<file path="src/rtl/fp_pkg.sv">
// Shared types and default widths for the sequential floating-point multiplier.
// Pure declarations; no logic, no latency, no handshake.
// Imported by fp_classify and fp_mult_seq.
package fp_pkg;

  localparam int EXP_W_DEF = 8;
  localparam int MAN_W_DEF = 23;

  typedef enum logic [1:0] {IDLE, MULT, NORM, DONE} state_t;

  typedef enum logic [1:0] {FP_ZERO, FP_NORMAL, FP_INF, FP_NAN} fp_class_t;

endpackage

</file>
<file path="src/rtl/fp_classify.sv">
// Classifies one operand as zero (denormals included), normal, infinity or NaN.
// Latency: combinational.
// Backpressure: none; pure function of its inputs.
module fp_classify
  import fp_pkg::*;
#(
  parameter int EXP_W = EXP_W_DEF,
  parameter int MAN_W = MAN_W_DEF
) (
  input  logic [EXP_W-1:0] exp,
  input  logic [MAN_W-1:0] man,
  output fp_class_t        cls
);

  always_comb begin
    cls = FP_NORMAL;
    if (exp == '0) begin
      cls = FP_ZERO;
    end else if (exp == '1) begin
      cls = (man == '0) ? FP_INF : FP_NAN;
    end
  end

endmodule

</file>
<file path="src/rtl/fp_mult_seq.sv">
// Multicycle FP multiplier: shift-add mantissa product, one multiplier bit per cycle.
// Latency: accept + MAN_W+3 cycles for normal operands, accept + 1 for special operands.
// Backpressure: in_ready only in IDLE; result held in DONE until out_ready. Define FP_MULT_ROUND_NEAREST_EN for RNE, else truncate.
module fp_mult_seq
  import fp_pkg::*;
#(
  parameter int EXP_W = EXP_W_DEF,
  parameter int MAN_W = MAN_W_DEF
) (
  input  logic                   clk,
  input  logic                   reset,
  input  logic                   in_valid,
  output logic                   in_ready,
  input  logic [EXP_W+MAN_W:0]   x,
  input  logic [EXP_W+MAN_W:0]   y,
  output logic                   out_valid,
  input  logic                   out_ready,
  output logic [EXP_W+MAN_W:0]   result,
  output logic                   zero,
  output logic                   underflow,
  output logic                   overflow,
  output logic                   nan
);

  localparam int W     = 1 + EXP_W + MAN_W;
  localparam int P     = MAN_W + 1;
  localparam int CNT_W = $clog2(P);
  localparam int E_W   = EXP_W + 2;

  localparam logic [E_W-1:0] BIAS  = E_W'((1 << (EXP_W - 1)) - 1);
  localparam logic [E_W-1:0] E_MAX = E_W'((1 << EXP_W) - 1);
  localparam logic [W-1:0]   QNAN  = {1'b0, {EXP_W{1'b1}}, 1'b1, {(MAN_W-1){1'b0}}};

  state_t    state, state_nxt;
  fp_class_t cls_x, cls_y;

  logic             sign_q;
  logic [EXP_W-1:0] ex_q, ey_q;
  logic [2*P-1:0]   acc, mcand;
  logic [P-1:0]     mplier;
  logic [CNT_W-1:0] cnt;

  fp_classify #(.EXP_W(EXP_W), .MAN_W(MAN_W)) u_cls_x (
    .exp (x[W-2 -: EXP_W]),
    .man (x[MAN_W-1:0]),
    .cls (cls_x)
  );

  fp_classify #(.EXP_W(EXP_W), .MAN_W(MAN_W)) u_cls_y (
    .exp (y[W-2 -: EXP_W]),
    .man (y[MAN_W-1:0]),
    .cls (cls_y)
  );

  logic sign_in, both_norm, spec_nan, spec_inf;
  assign sign_in   = x[W-1] ^ y[W-1];
  assign both_norm = (cls_x == FP_NORMAL) && (cls_y == FP_NORMAL);
  assign spec_nan  = (cls_x == FP_NAN) || (cls_y == FP_NAN) ||
                     ((cls_x == FP_INF) && (cls_y == FP_ZERO)) ||
                     ((cls_x == FP_ZERO) && (cls_y == FP_INF));
  assign spec_inf  = (cls_x == FP_INF) || (cls_y == FP_INF);

  assign in_ready  = (state == IDLE);
  assign out_valid = (state == DONE);

  always_ff @(posedge clk) begin
    if (reset) state <= IDLE;
    else       state <= state_nxt;
  end

  always_comb begin
    state_nxt = state;
    case (state)
      IDLE:    if (in_valid) state_nxt = both_norm ? MULT : DONE;
      MULT:    if (cnt == CNT_W'(MAN_W)) state_nxt = NORM;
      NORM:    state_nxt = DONE;
      DONE:    if (out_ready) state_nxt = IDLE;
      default: state_nxt = IDLE;
    endcase
  end

  // Product lies in [1,4): align so the leading one is dropped and the fraction sits on top.
  logic [2*P-2:0]   norm;
  logic [MAN_W-1:0] man_t, man_fin;
  logic [MAN_W:0]   man_rnd;
  logic [E_W-1:0]   e_pre, e_fin;
  logic             ovf, unf;

  assign norm  = acc[2*P-1] ? acc[2*P-2:0] : {acc[2*P-3:0], 1'b0};
  assign man_t = norm[2*P-2 -: MAN_W];
  assign e_pre = {2'b00, ex_q} + {2'b00, ey_q} - BIAS + E_W'(acc[2*P-1]);

`ifdef FP_MULT_ROUND_NEAREST_EN
  logic guard, sticky;
  assign guard   = norm[MAN_W];
  assign sticky  = |norm[MAN_W-1:0];
  assign man_rnd = {1'b0, man_t} + (MAN_W+1)'(guard & (sticky | man_t[0]));
`else
  logic unused_low;
  assign unused_low = ^norm[MAN_W:0];
  assign man_rnd    = {1'b0, man_t};
`endif

  assign e_fin   = e_pre + E_W'(man_rnd[MAN_W]);
  assign man_fin = man_rnd[MAN_W] ? '0 : man_rnd[MAN_W-1:0];
  assign ovf     = !e_fin[E_W-1] && (e_fin >= E_MAX);
  assign unf     = e_fin[E_W-1] || (e_fin == '0);

  always_ff @(posedge clk) begin
    if (reset) begin
      sign_q    <= 1'b0;
      ex_q      <= '0;
      ey_q      <= '0;
      acc       <= '0;
      mcand     <= '0;
      mplier    <= '0;
      cnt       <= '0;
      result    <= '0;
      zero      <= 1'b0;
      underflow <= 1'b0;
      overflow  <= 1'b0;
      nan       <= 1'b0;
    end else begin
      case (state)
        IDLE: if (in_valid) begin
          sign_q <= sign_in;
          ex_q   <= x[W-2 -: EXP_W];
          ey_q   <= y[W-2 -: EXP_W];
          mcand  <= {{P{1'b0}}, 1'b1, x[MAN_W-1:0]};
          mplier <= {1'b1, y[MAN_W-1:0]};
          acc    <= '0;
          cnt    <= '0;
          if (!both_norm) begin
            underflow <= 1'b0;
            overflow  <= 1'b0;
            nan       <= spec_nan;
            zero      <= !spec_nan && !spec_inf;
            if (spec_nan)      result <= QNAN;
            else if (spec_inf) result <= {sign_in, {EXP_W{1'b1}}, {MAN_W{1'b0}}};
            else               result <= {sign_in, {(W-1){1'b0}}};
          end
        end
        MULT: begin
          if (mplier[0]) acc <= acc + mcand;
          mcand  <= mcand << 1;
          mplier <= mplier >> 1;
          cnt    <= cnt + CNT_W'(1);
        end
        NORM: begin
          nan       <= 1'b0;
          overflow  <= ovf;
          underflow <= unf && !ovf;
          zero      <= unf && !ovf;
          if (ovf)      result <= {sign_q, {EXP_W{1'b1}}, {MAN_W{1'b0}}};
          else if (unf) result <= {sign_q, {(W-1){1'b0}}};
          else          result <= {sign_q, e_fin[EXP_W-1:0], man_fin};
        end
        default: ;
      endcase
    end
  end

endmodule

</file>
<file path="config.mk">
export PLATFORM = sky130hd
export DESIGN_NAME = fp_mult_seq
export DESIGN_NICKNAME = d
export VERILOG_FILES = /design/src/rtl/fp_pkg.sv /design/src/rtl/fp_classify.sv /design/src/rtl/fp_mult_seq.sv
export SDC_FILE = /design/constraint.sdc
export NUM_CORES = 1
export LEC_CHECK = 0
export ABC_AREA = 1
export CAP_MARGIN = 10
export CORE_ASPECT_RATIO = 1.2
export CORE_MARGIN = 8
export CORE_UTILIZATION = 41
export CTS_BUF_LIST = sky130_fd_sc_hd__clkbuf_8
export CTS_CLUSTER_DIAMETER = 40
export DETAILED_ROUTE_END_ITERATION = 16
export SYNTH_ARGS = -nofsm -noshare
export SYNTH_HDL_FRONTEND = slang
export SYNTH_SLANG_ARGS = --single-unit
export TNS_END_PERCENT = 5
</file>
<file path="constraint.sdc">
create_clock -name clk -period 6.4 [get_ports clk]
set_input_delay 0.96 -clock clk [delete_from_list [all_inputs] [get_ports clk]]
set_output_delay 0.96 -clock clk [all_outputs]
set_load 0.005 [all_outputs]
</file>
==> results.md, run 1 <==
- The flow ran to the end, and the final reports show no timing, DRC or antenna violations.
- For this design the ratio of total power to cell area is roughly 270 nW/µm².
- The analysis attributes to cell leakage a power of 5.47 nW.
- The share of post-route cells with drive strength above 1 is under 10%.
- Leaving out fill and tap cells, the most frequent cells in the layout are 578 x nand2_1, 180 x dfxtp_1, 163 x a21oi_1, 143 x nor2_1, 131 x inv_1.
- The total overflow left after global routing is 0.
- After detailed routing, the number of remaining DRC violations is 0.
- The number of max-cap violations is 0.
- The chip width is between 150 and 200 µm.
- The utilization after layout is 46.6%.
- The first-pass GRT wire length is 55800 µm.
- The global placer's final weighted congestion is roughly 0.95.
- STA classifies the critical path endpoint as a flop.
- The total area inside the core boundary comes to 28600 µm².
- TritonCTS built the clock tree.
- The main flop type after synthesis is dfxtp_1.
- In the final timing run, aggregate negative setup slack is 0 ns.
- Counting every net in the synthesized netlist gives around 1900.
- Timing would allow up to between 0.2 and 0.3 GHz.
- For the worst flop-to-flop path, the logic depth is 16.
- The worst hold path passes through 2 cells.
- The number of DRC markers in iteration 0 is slightly below 700.
- 0 antenna diodes ended up in the layout.
- Summing all placed instances gives a cell area of roughly 13000 µm².
- The area growth from synthesis to layout is 12.7%.
- The clock-pin slew on the worst setup and hold paths is 0.09 ns.
- The total iterations of the first detailed-routing run is 7.
- The number of nets in the layout is 1986.
- Pin placement for this block handled ~110 I/O pins.
- The number of setup buffers added after CTS is 0.
- The final critical delay including setup and external delays is slightly below 4 ns.
- The final worst setup slack is around 2.4 ns.
- In this run, CTS created clock tree buffers numbering 17.
- The number of hold violations in the final report is 0.
- The floorplan step set the die height to just over 200 µm.
- The kind of critical path is flop to flop.
- STA classifies the critical path startpoint as a flop.
- Setup repair after global routing left no endpoint under its margin.
- The overall power after layout is roughly 3.6 mW.
- For this design, the CTS-stage hold fixing added 0 buffers.
- In the global route stage, overall resource usage came out at 19.8%.
- The kind of path behind the tightest hold check is flop to flop.
- In this run the worst path has a maximum fanout of 26.
- Once the clock tree was built, the resizer swapped 0 gates to a different size.
- Synthesis produced 1790 cells.
- The initialized floorplan defines 68 standard-cell rows.
- Once layout is done, the placed cells without fillers occupy ~13000 µm².
- The synthesized area per cell is 6.61 µm².
- The number of different library cells used by synthesis comes to 53.
- The worst setup skew after layout is about 0.013 ns.
- Once detail routing completed, the nets flagged for antenna violations numbered 0.
- The die covers 34600 µm².
- The total of warnings raised by yosys is 0.
- The leading cell type in the layout, fill and taps excluded is nand2_1.
- In this run, synthesis produced a sequential element count of 180.
- The data required time at the worst endpoint is 6.79 ns.
- Before CTS, the worst setup slack after placement is 2.44 ns.
- The final route contains between 10000 and 15000 vias.
- The tree is rooted in a clkbuf_8.
- The clock net in this run drives a total of 180 sinks.
- The headroom to the max-slew limit is 23.7%.
- Sequential elements use 30.5% of the synthesized area.
- The via count of the first global-routing pass was 11200.
- The period utilization is approximately three fifths.
- The number of input and output port buffers inserted is ~110.
- After legalization and detailed placement, the total HPWL measured roughly 26000 µm.
- The clock tree synthesis step divided the H-tree into 4 levels.
- The starting density of the core is 41.4%.
- The max-slew violation total from the final report is 0.
- The initial antenna violation count was 0.
- The fraction of registers with async set/reset is 0%.
- Summed over all layers, the routed wires come to 34200 µm.
- After detailed routing, the average wire length per cell comes to between 15 and 20 µm.
- The transition at the pin with the smallest max-transition slack is 1.14 ns.
- The maximum number of pins on one net before global-route repair is 97.
- The combined area of all synthesized cells is 11800 µm².
- For the worst setup path, the data arrival time is 4.36 ns.
- The synthesized design contains 0 enable-type register cells.
- Across the VDD grid, the largest voltage drop is ~200 µV.
- The clock passes through at most 2 buffers.
- The clock latency of the later-clocked register in the worst-skew pair is roughly 0.48 ns.
- The via count normalized by instance count is approximately 5.2.
- The final-report setup violation count is 0.
cell families after synthesis:
group	share of synthesized area (%)
AND/OR/NAND/NOR	34.3
AO/OA/AOI/OAI	19.2
buffers and inverters	8.24
flip-flops	30.5
adder cells (fa/ha/maj)	7.53
XOR/XNOR	0.148
multiplexers	0.0846
area by class of cell:
class / count / area [µm²]
well taps: 385 / 482
multi-input cells: 1401 / 7250
clock buffers: 18 / 248
flip-flops and latches: 180 / 3600
repair buffers: 110 / 1090
fillers: 3073 / 15300
inverters: 138 / 523
clock inverters: 13 / 135
cell usage after synthesis (5+ instances only):
master    number  area share [%]
nand2_1      578              18
dfxtp_1      180              30
a21oi_1      163             6.9
nor2_1       143             4.5
inv_1        130             4.1
o21ai_0      111             4.7
nand3_1       92             3.9
ha_1          68             7.2
a31oi_1       47             2.5
clkbuf_1      35             1.1
a21oi_2       26             1.9
nand3_2       26             2.2
nand4_1       20             1.1
a21boi_0      16             1.0
nor3_1        14            0.59
o21ai_1       14            0.59
or2_2         11            0.58
buf_2         10            0.42
nand2_2        8            0.42
nor4_1         8            0.42
buf_1          7            0.22
inv_2          6            0.19
a21o_1         5            0.32
buf_6          5            0.48
clkbuf_8       5            0.58
nor2_2         5            0.26
o21bai_1       5            0.32
routing by layer:
| metal | part of all wire [%] | global-route usage, % | up-vias |
|---|---|---|---|
| met2 | 48 | 33.7 | 249 |
| met3 | 3.9 | 3.10 | 49 |
| met1 | 45 | 24.5 | 5288 |
| met5 | 0 | 0 | - |
| li1 | - | - | 6067 |
| met4 | 2.9 | 7.37 | 0 |
stage by stage:
step	hold WS, ns	instances
after global placement	0.453	2214
after CTS	0.470	2245
after detailed placement	0.455	2214
final	0.468	2245
after floorplan	0.433	1790
after global routing	0.487	2245
registers in the layout (all words and copies together), names as in the netlist:
signal and cells:
ey_q 8, ex_q 8, acc 48, result 32, mplier 24, zero 1, underflow 1, nan 1
state 2, mcand 48, overflow 1, sign_q 1, cnt 5
worst paths after layout:
kind | start | to | slack, ns
max reg2reg | acc[47] | result[22] | 2.43
min | underflow | underflow | 0.47
min reg2reg | underflow | underflow | 0.47
max | acc[47] | result[22] | 2.43
worst max-delay path: stages, from the launching register on:
cell,delay (ns)
dfxtp_1,0.86
inv_1,0.56
ha_1,0.44
inv_1,0.04
ha_1,0.21
fa_1,0.40
nand2_2,0.12
nand2_4,0.07
nand3_2,0.08
nand2_1,0.05
nand2_1,0.06
nand2_2,0.07
nand4_2,0.11
nand2_4,0.09
nor2_8,0.37
nand3_1,0.15
a21oi_1,0.17
report_power, final:
group          leakage [nW]  switching [mW]  total (mW)  internal [mW]
Combinational          3.81           0.946        1.40          0.453
Clock                 0.194           0.434       0.789          0.355
Sequential             1.47           0.133        1.44           1.31
Power figures use the tool's default switching activity.
==> run 2: changes to the inputs <==
==> constraint.sdc (replaced) <==
create_clock -name clk -period 3.84 [get_ports clk]
set_input_delay 0.576 -clock clk [delete_from_list [all_inputs] [get_ports clk]]
set_output_delay 0.576 -clock clk [all_outputs]
set_load 0.005 [all_outputs]
==> results.md, run 2 (synthesis results as in run 1) <==
- The number of DRC markers in iteration 0 is 682.
- Once the floorplan was initialized, standard cells occupied between 40% and 50% of the core.
- The number of setup buffers added after CTS is 0.
- The number of CTS-inserted buffers is 17.
- Timing would allow up to 0.340 GHz.
- The die covers 34600 µm².
- At the placement stage, the worst setup path has a slack of 0.850 ns.
- The total overflow left after global routing is 0.
- Counting along the longest clock path gives a buffer depth of 2.
- The initial antenna violation count is 0.
- Walking the worst path, the cells encountered are inv_1, buf_4, ha_1, inv_1, ha_1, fa_1, nand2_2, nand2_4, nand3_2, nand2_1, nand2_1, nand2_2, nand4_2, nand2_4, nor2_8, nand3_1, a21oi_1.
- The beginning of the worst register-to-register path is acc[47].
- 106 I/O pins were placed.
- In this design, the largest share of critical-path delay is due to simple AND/OR/NAND/NOR gates.
- The static leakage is 5.49 nW.
- The total iterations of the first detailed-routing run is 7.
- For this run, the post-layout net count is 1991.
- The wire-length estimate of the detail-placed layout is 27400 µm.
- The critical path crosses 17 cells after its start point.
- The number of hold violations in the final report was 0.
- Input and output buffers added on the ports amount to 105.
- The register-to-register setup slack is 0.90 ns.
- TritonCTS built the clock tree.
- The number of diodes added for antenna fixing is 0.
- The clock tree synthesis step divided the H-tree into 4 levels.
- The data required time at the worst endpoint is 4.24 ns.
- After filler insertion, the fill cell instance count of the layout stands at 3131.
- The clock latency of the later-clocked register in the worst-skew pair is 0.48 ns.
- The worst setup path is captured at a flop.
- The headroom to the max-slew limit is approximately 42%.
- The TritonCTS sink count is 180.
- The transition at the pin with the smallest max-transition slack is 0.865 ns.
- The detailed-route via count is around 12000.
- For this run, the slowest stage of the critical path takes about 0.4 ns.
- The setup TNS is 0 ns.
- CTS placed an instance of clkbuf_8 at the clock tree root.
- The top cell types in the final layout, fill and taps aside, are 578 x nand2_1, 180 x dfxtp_1, 163 x a21oi_1, 143 x nor2_1, 134 x inv_1.
- Compared with the post-synthesis result, the final layout area differs by 12.7%.
- After detailed routing, the number of remaining DRC violations is 0.
- Among all stages on the critical path, the largest delay is contributed by fa_1.
- The floorplan step defined a core boundary enclosing 28600 µm².
- The post-detailed-route count of antenna-violating nets is 0.
- The count of instances resized after the clock tree is built is 0.
- After detailed routing, the average wire length per cell comes to 15.5 µm.
- The power per unit of standard cell area is 442 nW/µm².
- The critical path data arrival time is 3.33 ns.
- The worst setup skew after layout is 0.0132 ns.
- The path with the worst hold slack has its endpoint at mplier[15].
- The final-report setup violation count is 0.
- The first global-routing pass estimated 56600 µm of wire.
- The worst hold path belongs to the class flop to flop.
- The flow ran to the end, and the final reports show no timing, DRC or antenna violations.
- The leading cell type in the layout, fill and taps excluded is nand2_1.
- The max-slew violation total from the final report is 0.
- Along the worst hold path, the cell count comes to 2.
- In this run the worst path has a maximum fanout of 24.
- The period utilization is 76.5%.
- The depth of the worst register-to-register path is 17.
- The worst setup path is launched from a flop.
- The worst path needs 2.94 ns of the cycle, external delays included.
- Setup slack on the critical path of the routed design comes to 0.901 ns.
- The largest registers in the layout are acc (48), mcand (48), result (32).
- The tool flagged a number of max-cap violations equal to 0.
- The clock-pin slew on the worst setup and hold paths is 0.09 ns.
- The maximum number of pins on one net before global-route repair is 97.
- The routed design has between 30000 and 40000 µm of wire.
- In the routed layout, each cell is associated on average with a via count of between 5 and 6.
- The global-route usage over all layers is between 20% and 30%.
- The chip width is 171 µm.
- The global placer's final weighted congestion is 1.01.
- For this design, the CTS-stage hold fixing added 0 buffers.
- The floorplan step set the die height to 202 µm.
- The via count of the first global-routing pass is 11200.
- The worst setup path is of the flop to flop kind.
- The peak ir drop on the vdd network is 369 µV.
- Setup repair after global routing left no endpoint under its margin.
- The endpoint of the lowest-slack register-to-register path is result[22].
- The worst hold path begins at mplier[16].
- The initialized floorplan defines 68 standard-cell rows.
- The critical path contains buffers and inverters numbering 3 combined.
- In the final layout, the share of cells above drive strength 1 is 7.20%.
-- run 2: cell count changes in the layout (fill, tap and decap cells not counted), moves of 2 or more --
cell        previous run  this run
clkinv_2               4         2
buf_4                  6         9
inv_1                131       134
buf_12                 0         2
clkbuf_8              18        20
clkinvlp_4             3         1
bufinv_16              2         0
-- run 2: worst max path at each step --
stage	slack, ns	start	to
3_3_place_gp	0.88	in_valid	cnt[4]
3_5_place_dp	0.85	in_valid	cnt[4]
6_report	0.90	acc[47]	result[22]
2_1_floorplan	0.89	acc[47]	result[2]
4_1_cts	0.88	acc[47]	result[22]
5_1_grt	0.64	acc[47]	result[1]
-- run 2: report_power, final --
group          internal (mW)  switching (mW)  leakage, nW
sequential              2.18           0.218         1.47
clock                  0.476           0.684        0.178
combinational          0.769            1.56         3.84
total                   3.43            2.47         5.49
-- run 2: area by class of cell --
type	count	area [µm²]	share of cell area (%)
inverters	138	523	3.93
clock inverters	8	41.3	0.310
flip-flops and latches	180	3600	27.0
multi-input cells	1401	7250	54.4
clock buffers	20	275	2.07
repair buffers	115	1150	8.62
well taps	385	482	3.62
-- run 2: layer usage --
metal | routed length (µm) | part of all wire [%] | up-vias | global-route usage [%]
li1 | - | - | 6067 | -
met1 | 15400 | 44 | 5256 | 24.4
met2 | 16900 | 49 | 246 | 35.0
met5 | 0 | 0 | - | 0
met4 | 1060 | 3.0 | 0 | 7.81
met3 | 1480 | 4.2 | 44 | 3.59
-- run 2: worst register-to-register path, stage by stage (launching register included) --
cell	delay, ns
dfxtp_1	0.33
inv_1	0.04
buf_4	0.20
ha_1	0.30
inv_1	0.04
ha_1	0.21
fa_1	0.40
nand2_2	0.12
nand2_4	0.07
nand3_2	0.08
nand2_1	0.05
nand2_1	0.06
nand2_2	0.07
nand4_2	0.11
nand2_4	0.09
nor2_8	0.37
nand3_1	0.14
a21oi_1	0.16
-- run 2: metrics by stage --
stage               util [%]  instances  hold WS (ns)  cell area (µm²)  power [mW]
CTS                     46.6       2247         0.470            13300        5.96
global placement        45.5       2219         0.453            13000        4.77
global route            46.6       2247         0.491            13300        6.37
detailed placement      45.5       2219         0.458            13000        4.80
floorplan                  -       1790         0.433            11800        4.31
finish                  46.6       2247         0.470            13300        5.89
==> variant 1, RTL diff (flow settings as in run 2) <==
`MAN_W_DEF`: 23 -> 31.
--- a/src/rtl/fp_pkg.sv
+++ b/src/rtl/fp_pkg.sv
@@ -6,3 +6,3 @@
   localparam int EXP_W_DEF = 8;
-  localparam int MAN_W_DEF = 23;
+  localparam int MAN_W_DEF = 31;
 
Interface: changed (resized result, x and y); port bits go from 106 to 130. The function was not compared with the original's and may differ.
==> variant 1 against run 2 <==
- non-clock buffer count rose by 30
- die area rose by 30%
- synthesized area rose by 33%
- power rose by 60%
- sequential power rose by 34%
- first-iteration DRC count rose by 64%
- final area rose by 36%
- routed wire length rose by 51%
- sequential cell count rose by 48
- worst setup slack improved by 0.016 ns
- critical endpoint is now result[23]
- largest cell class unchanged
- highest routed layer unchanged
==> variant 1: results (changes against run 2) <==
* Final WS setup at 0.9177 ns (+0.01643 ns)
* First-pass GRT wire length at 82.98 mm (+47%)
* Met1 WL at 22.40 mm (+46%)
* Top post-synthesis cells by area: dfxtp_1, nand2_1, a21oi_1
* Pin count of the biggest net entering global routing at 128 (+32%)
* Clk cell area share at 5.031% (+2.7 points)
* Utilization after layout at 48.01% (+1.4 points)
* Outcome: complete, no violations
* Cts bufs inserted at 45 (+28)
* Setup WS pre-CTS at 0.7673 ns (-0.08266 ns)
* Clock slew at reported path FFs at 0.06 ns (-0.03 ns)
* Area share of fa/ha/maj cells after synthesis at 7.015% (-0.52 points)
* Global Route met2 Usage at 39.15% (+4.2 points)
* Clock Sinks at 228 (+27%)
* Die X at 194.8 µm (+14%)
* Total wire length at 52.47 mm (+51%)
* R2R cell count at 16 (-1)
* Fillers at 4078 (+30%)
* Nets at 2809 (+41%)
* Non-clk invs at 323 (+130%)
* Gpl congestion at 0.9753 (-3.1%)
* Vias in the first global route at 15520 (+39%)
* DR iter-0 viols at 1120 (+64%)
* Crit path max-delay cell type: inv_2
* Post-place instance area at 0.01727 mm² (+33%)
* All-Layer GR Usage at 22.56% (+2.3 points)
* Share of layout cells above drive strength 1 at 6.257% (-0.94 points)
* Non-clk bufs at 145 (+26%)
* LEAKAGE at 7.894 nW (+44%)
* CP endpoint: result[23]
* FF+latch area at 0.004564 mm² (+27%)
* H-tree depth at 2 (-2)
* Largest registers: acc x64, mcand x64, result x40
* Sequential fraction of the synthesis area at 29.01% (-1.5 points)
* Clkbuf count at 50 (+150%)
* Met3 WL at 2.668 mm (+81%)
* Multi-input gates at 1895 (+35%)
* Compound-cell area share of the yosys netlist at 18.67% (-0.51 points)
variant 1: changes by cell type in the layout (fill, tap and decap cells not counted), sizes merged, moves of 19 or more:
cell           before  now
a21oi             189  285
nand3             119  144
dfxtp             180  228
clkdlybuf4s50     104  128
a21boi             20    1
inv               142  336
o21ai             126  190
nor2              152  183
nand4              23   58
nand2             590  822
clkbuf             20   50
variant 1: power groups by stage:
stage / Combinational (mW) / Sequential (mW) / Clock (mW)
2_1_floorplan: 2.69 / 3.15 / 0
3_3_place_gp: 3.64 / 3.26 / 0
3_5_place_dp: 3.69 / 3.27 / 0
4_1_cts: 3.71 / 3.23 / 2.61
5_1_grt: 4.13 / 3.28 / 2.71
6_report: 3.68 / 3.22 / 2.54
variant 1: worst min path at each step:
stage	from	to	slack, ns
global placement	ex_q[0]	ex_q[0]	0.45
floorplan	ey_q[7]	ey_q[7]	0.43
global route	ex_q[0]	ex_q[0]	0.48
finish	result[35]	result[35]	0.46
detailed placement	result[35]	result[35]	0.45
CTS	reset	result[18]	0.45
==> variant 2, RTL diff (settings of run 2) <==
Made on the original files. Put one more register stage on the output `underflow`. The value now appears one clock later. The other outputs are not delayed to match.
--- a/src/rtl/fp_mult_seq.sv
+++ b/src/rtl/fp_mult_seq.sv
@@ -32,2 +32,4 @@
   localparam logic [W-1:0]   QNAN  = {1'b0, {EXP_W{1'b1}}, 1'b1, {(MAN_W-1){1'b0}}};
+
+  logic underflow_s0;
 
@@ -119,3 +121,3 @@
       zero      <= 1'b0;
-      underflow <= 1'b0;
+      underflow_s0 <= 1'b0;
       overflow  <= 1'b0;
@@ -133,3 +135,3 @@
           if (!both_norm) begin
-            underflow <= 1'b0;
+            underflow_s0 <= 1'b0;
             overflow  <= 1'b0;
@@ -151,3 +153,3 @@
           overflow  <= ovf;
-          underflow <= unf && !ovf;
+          underflow_s0 <= unf && !ovf;
           zero      <= unf && !ovf;
@@ -162,2 +164,6 @@
 
+  always_ff @(posedge clk) begin
+    underflow <= underflow_s0;
+  end
+
 endmodule
Function: same outputs for any inputs over 4 cycles, from zero or initial values and one cycle with reset high; that may be too few to reach the edited logic, so the function may still have changed.
==> variant 2 against run 2 <==
- worst setup slack gained 0.20 ns
- power grew 2.2%
- synthesized area grew 0.17%
- routed wire length grew 0.50%
- via count grew 0.55%
- sequential cell count grew 1
- synthesized cell count is essentially flat
- final area grew 0.50%
- largest cell class unchanged
==> variant 2: results (changes against run 2) <==
* Non-Filler Instances at 2254 (+0.31%)
* Post-place instance area at 0.01303 mm² (+0.17%)
* DR iter-0 viols at 586 (-14%)
* Clock Power at 1.27 mW (+9%)
* Clock Skews at 0.01723 ns (+0.004039 ns)
* Worst-path fanout max at 23 (-4.2%)
* Nets at 1994 (+0.15%)
* Met3 WL at 1.274 mm (-14%)
* DR pass1 iterations at 5 (-2)
* DR WL met2 at 17.03 mm (+0.65%)
* Met1 WL at 15.94 mm (+3.6%)
* Share of layout cells above drive strength 1 at 7.544% (+0.35 points)
* # placed instances at 2222 (+0.14%)
* Outcome: complete, no violations
* Worst EP arrival at 3.13 ns (-0.20 ns)
* GR met1 Demand/Resource at 25.62% (+1.3 points)
* Met3 GRT Util at 3.123% (-0.47 points)
* All-Layer GR Usage at 20.40% (+0.17 points)
* Top post-synthesis cells by area: dfxtp_1, nand2_1, ha_1
* First-pass GRT wire length at 57.18 mm (+1.1%)
* Vias in the first global route at 11120 (-0.45%)
* Max-Slew Margin vs Limit at 25.86% (-16 points)
* Commonest cells in the netlist: nand2_1, dfxtp_1, a21oi_1
* Post-Syn Nets at 1929 (+0.052%)
* LEAKAGE at 5.514 nW (+0.48%)
## variant 2: cell types whose count changed after synthesis, sizes merged
| cell | before | now |
|---|---|---|
| dfxtp | 180 | 181 |
## variant 2: area by class of cell
type / count / share of cell area, %
Sequential cell: 181 / 27.06
Inverter: 138 / 3.906
Clock buffer: 18 / 1.850
Multi-Input combinational cell: 1401 / 54.15
Tap cell: 385 / 3.597
Timing Repair Buffer: 117 / 8.597
Clock inverter: 14 / 0.8410
## variant 2: path summary, 6_finish.rpt
kind | from | endpoint | depth (start not counted)
hold reg to reg | underflow_s0 | underflow | 0
hold / removal | underflow_s0 | underflow | 0
setup reg to reg | acc[47] | result[22] | 16
setup / recovery | acc[47] | result[22] | 16
## variant 2: metrics by stage
| stage | util [%] | setup WS, ns | total power [mW] | hold slack (ns) |
|---|---|---|---|---|
| finish | 46.84 | 1.102 | 6.023 | 0.3581 |
| global route | 46.84 | 0.8005 | 6.508 | 0.3797 |
| CTS | 46.84 | 1.071 | 6.087 | 0.3609 |
| detailed placement | 45.58 | 0.8843 | 4.807 | 0.3446 |
| global placement | 45.58 | 0.8863 | 4.774 | 0.3460 |
| floorplan | - | 0.8880 | 4.321 | 0.3311 |
## variant 2: cell families (layout without fill, tap and decap cells)
group	after synthesis	in the layout	synth area share (%)
xor+xnor	2	2	0.1479
buf+inv	209	287	8.228
simple gates	928	928	34.28
flops	181	181	30.59
fa+ha+maj	70	70	7.520
mux	1	1	0.08450
compound gates	400	400	19.15
## variant 2: worst reg2reg max path, delay by kind of cell, from the launching register on
kind                       cells  cell delay [ns]
buffers and inverters          2             0.11
DFF                            1             0.34
AOI/OAI and AO/OA              1             0.16
and+or+nand+nor               10             1.16
adders and majority gates      3             0.88
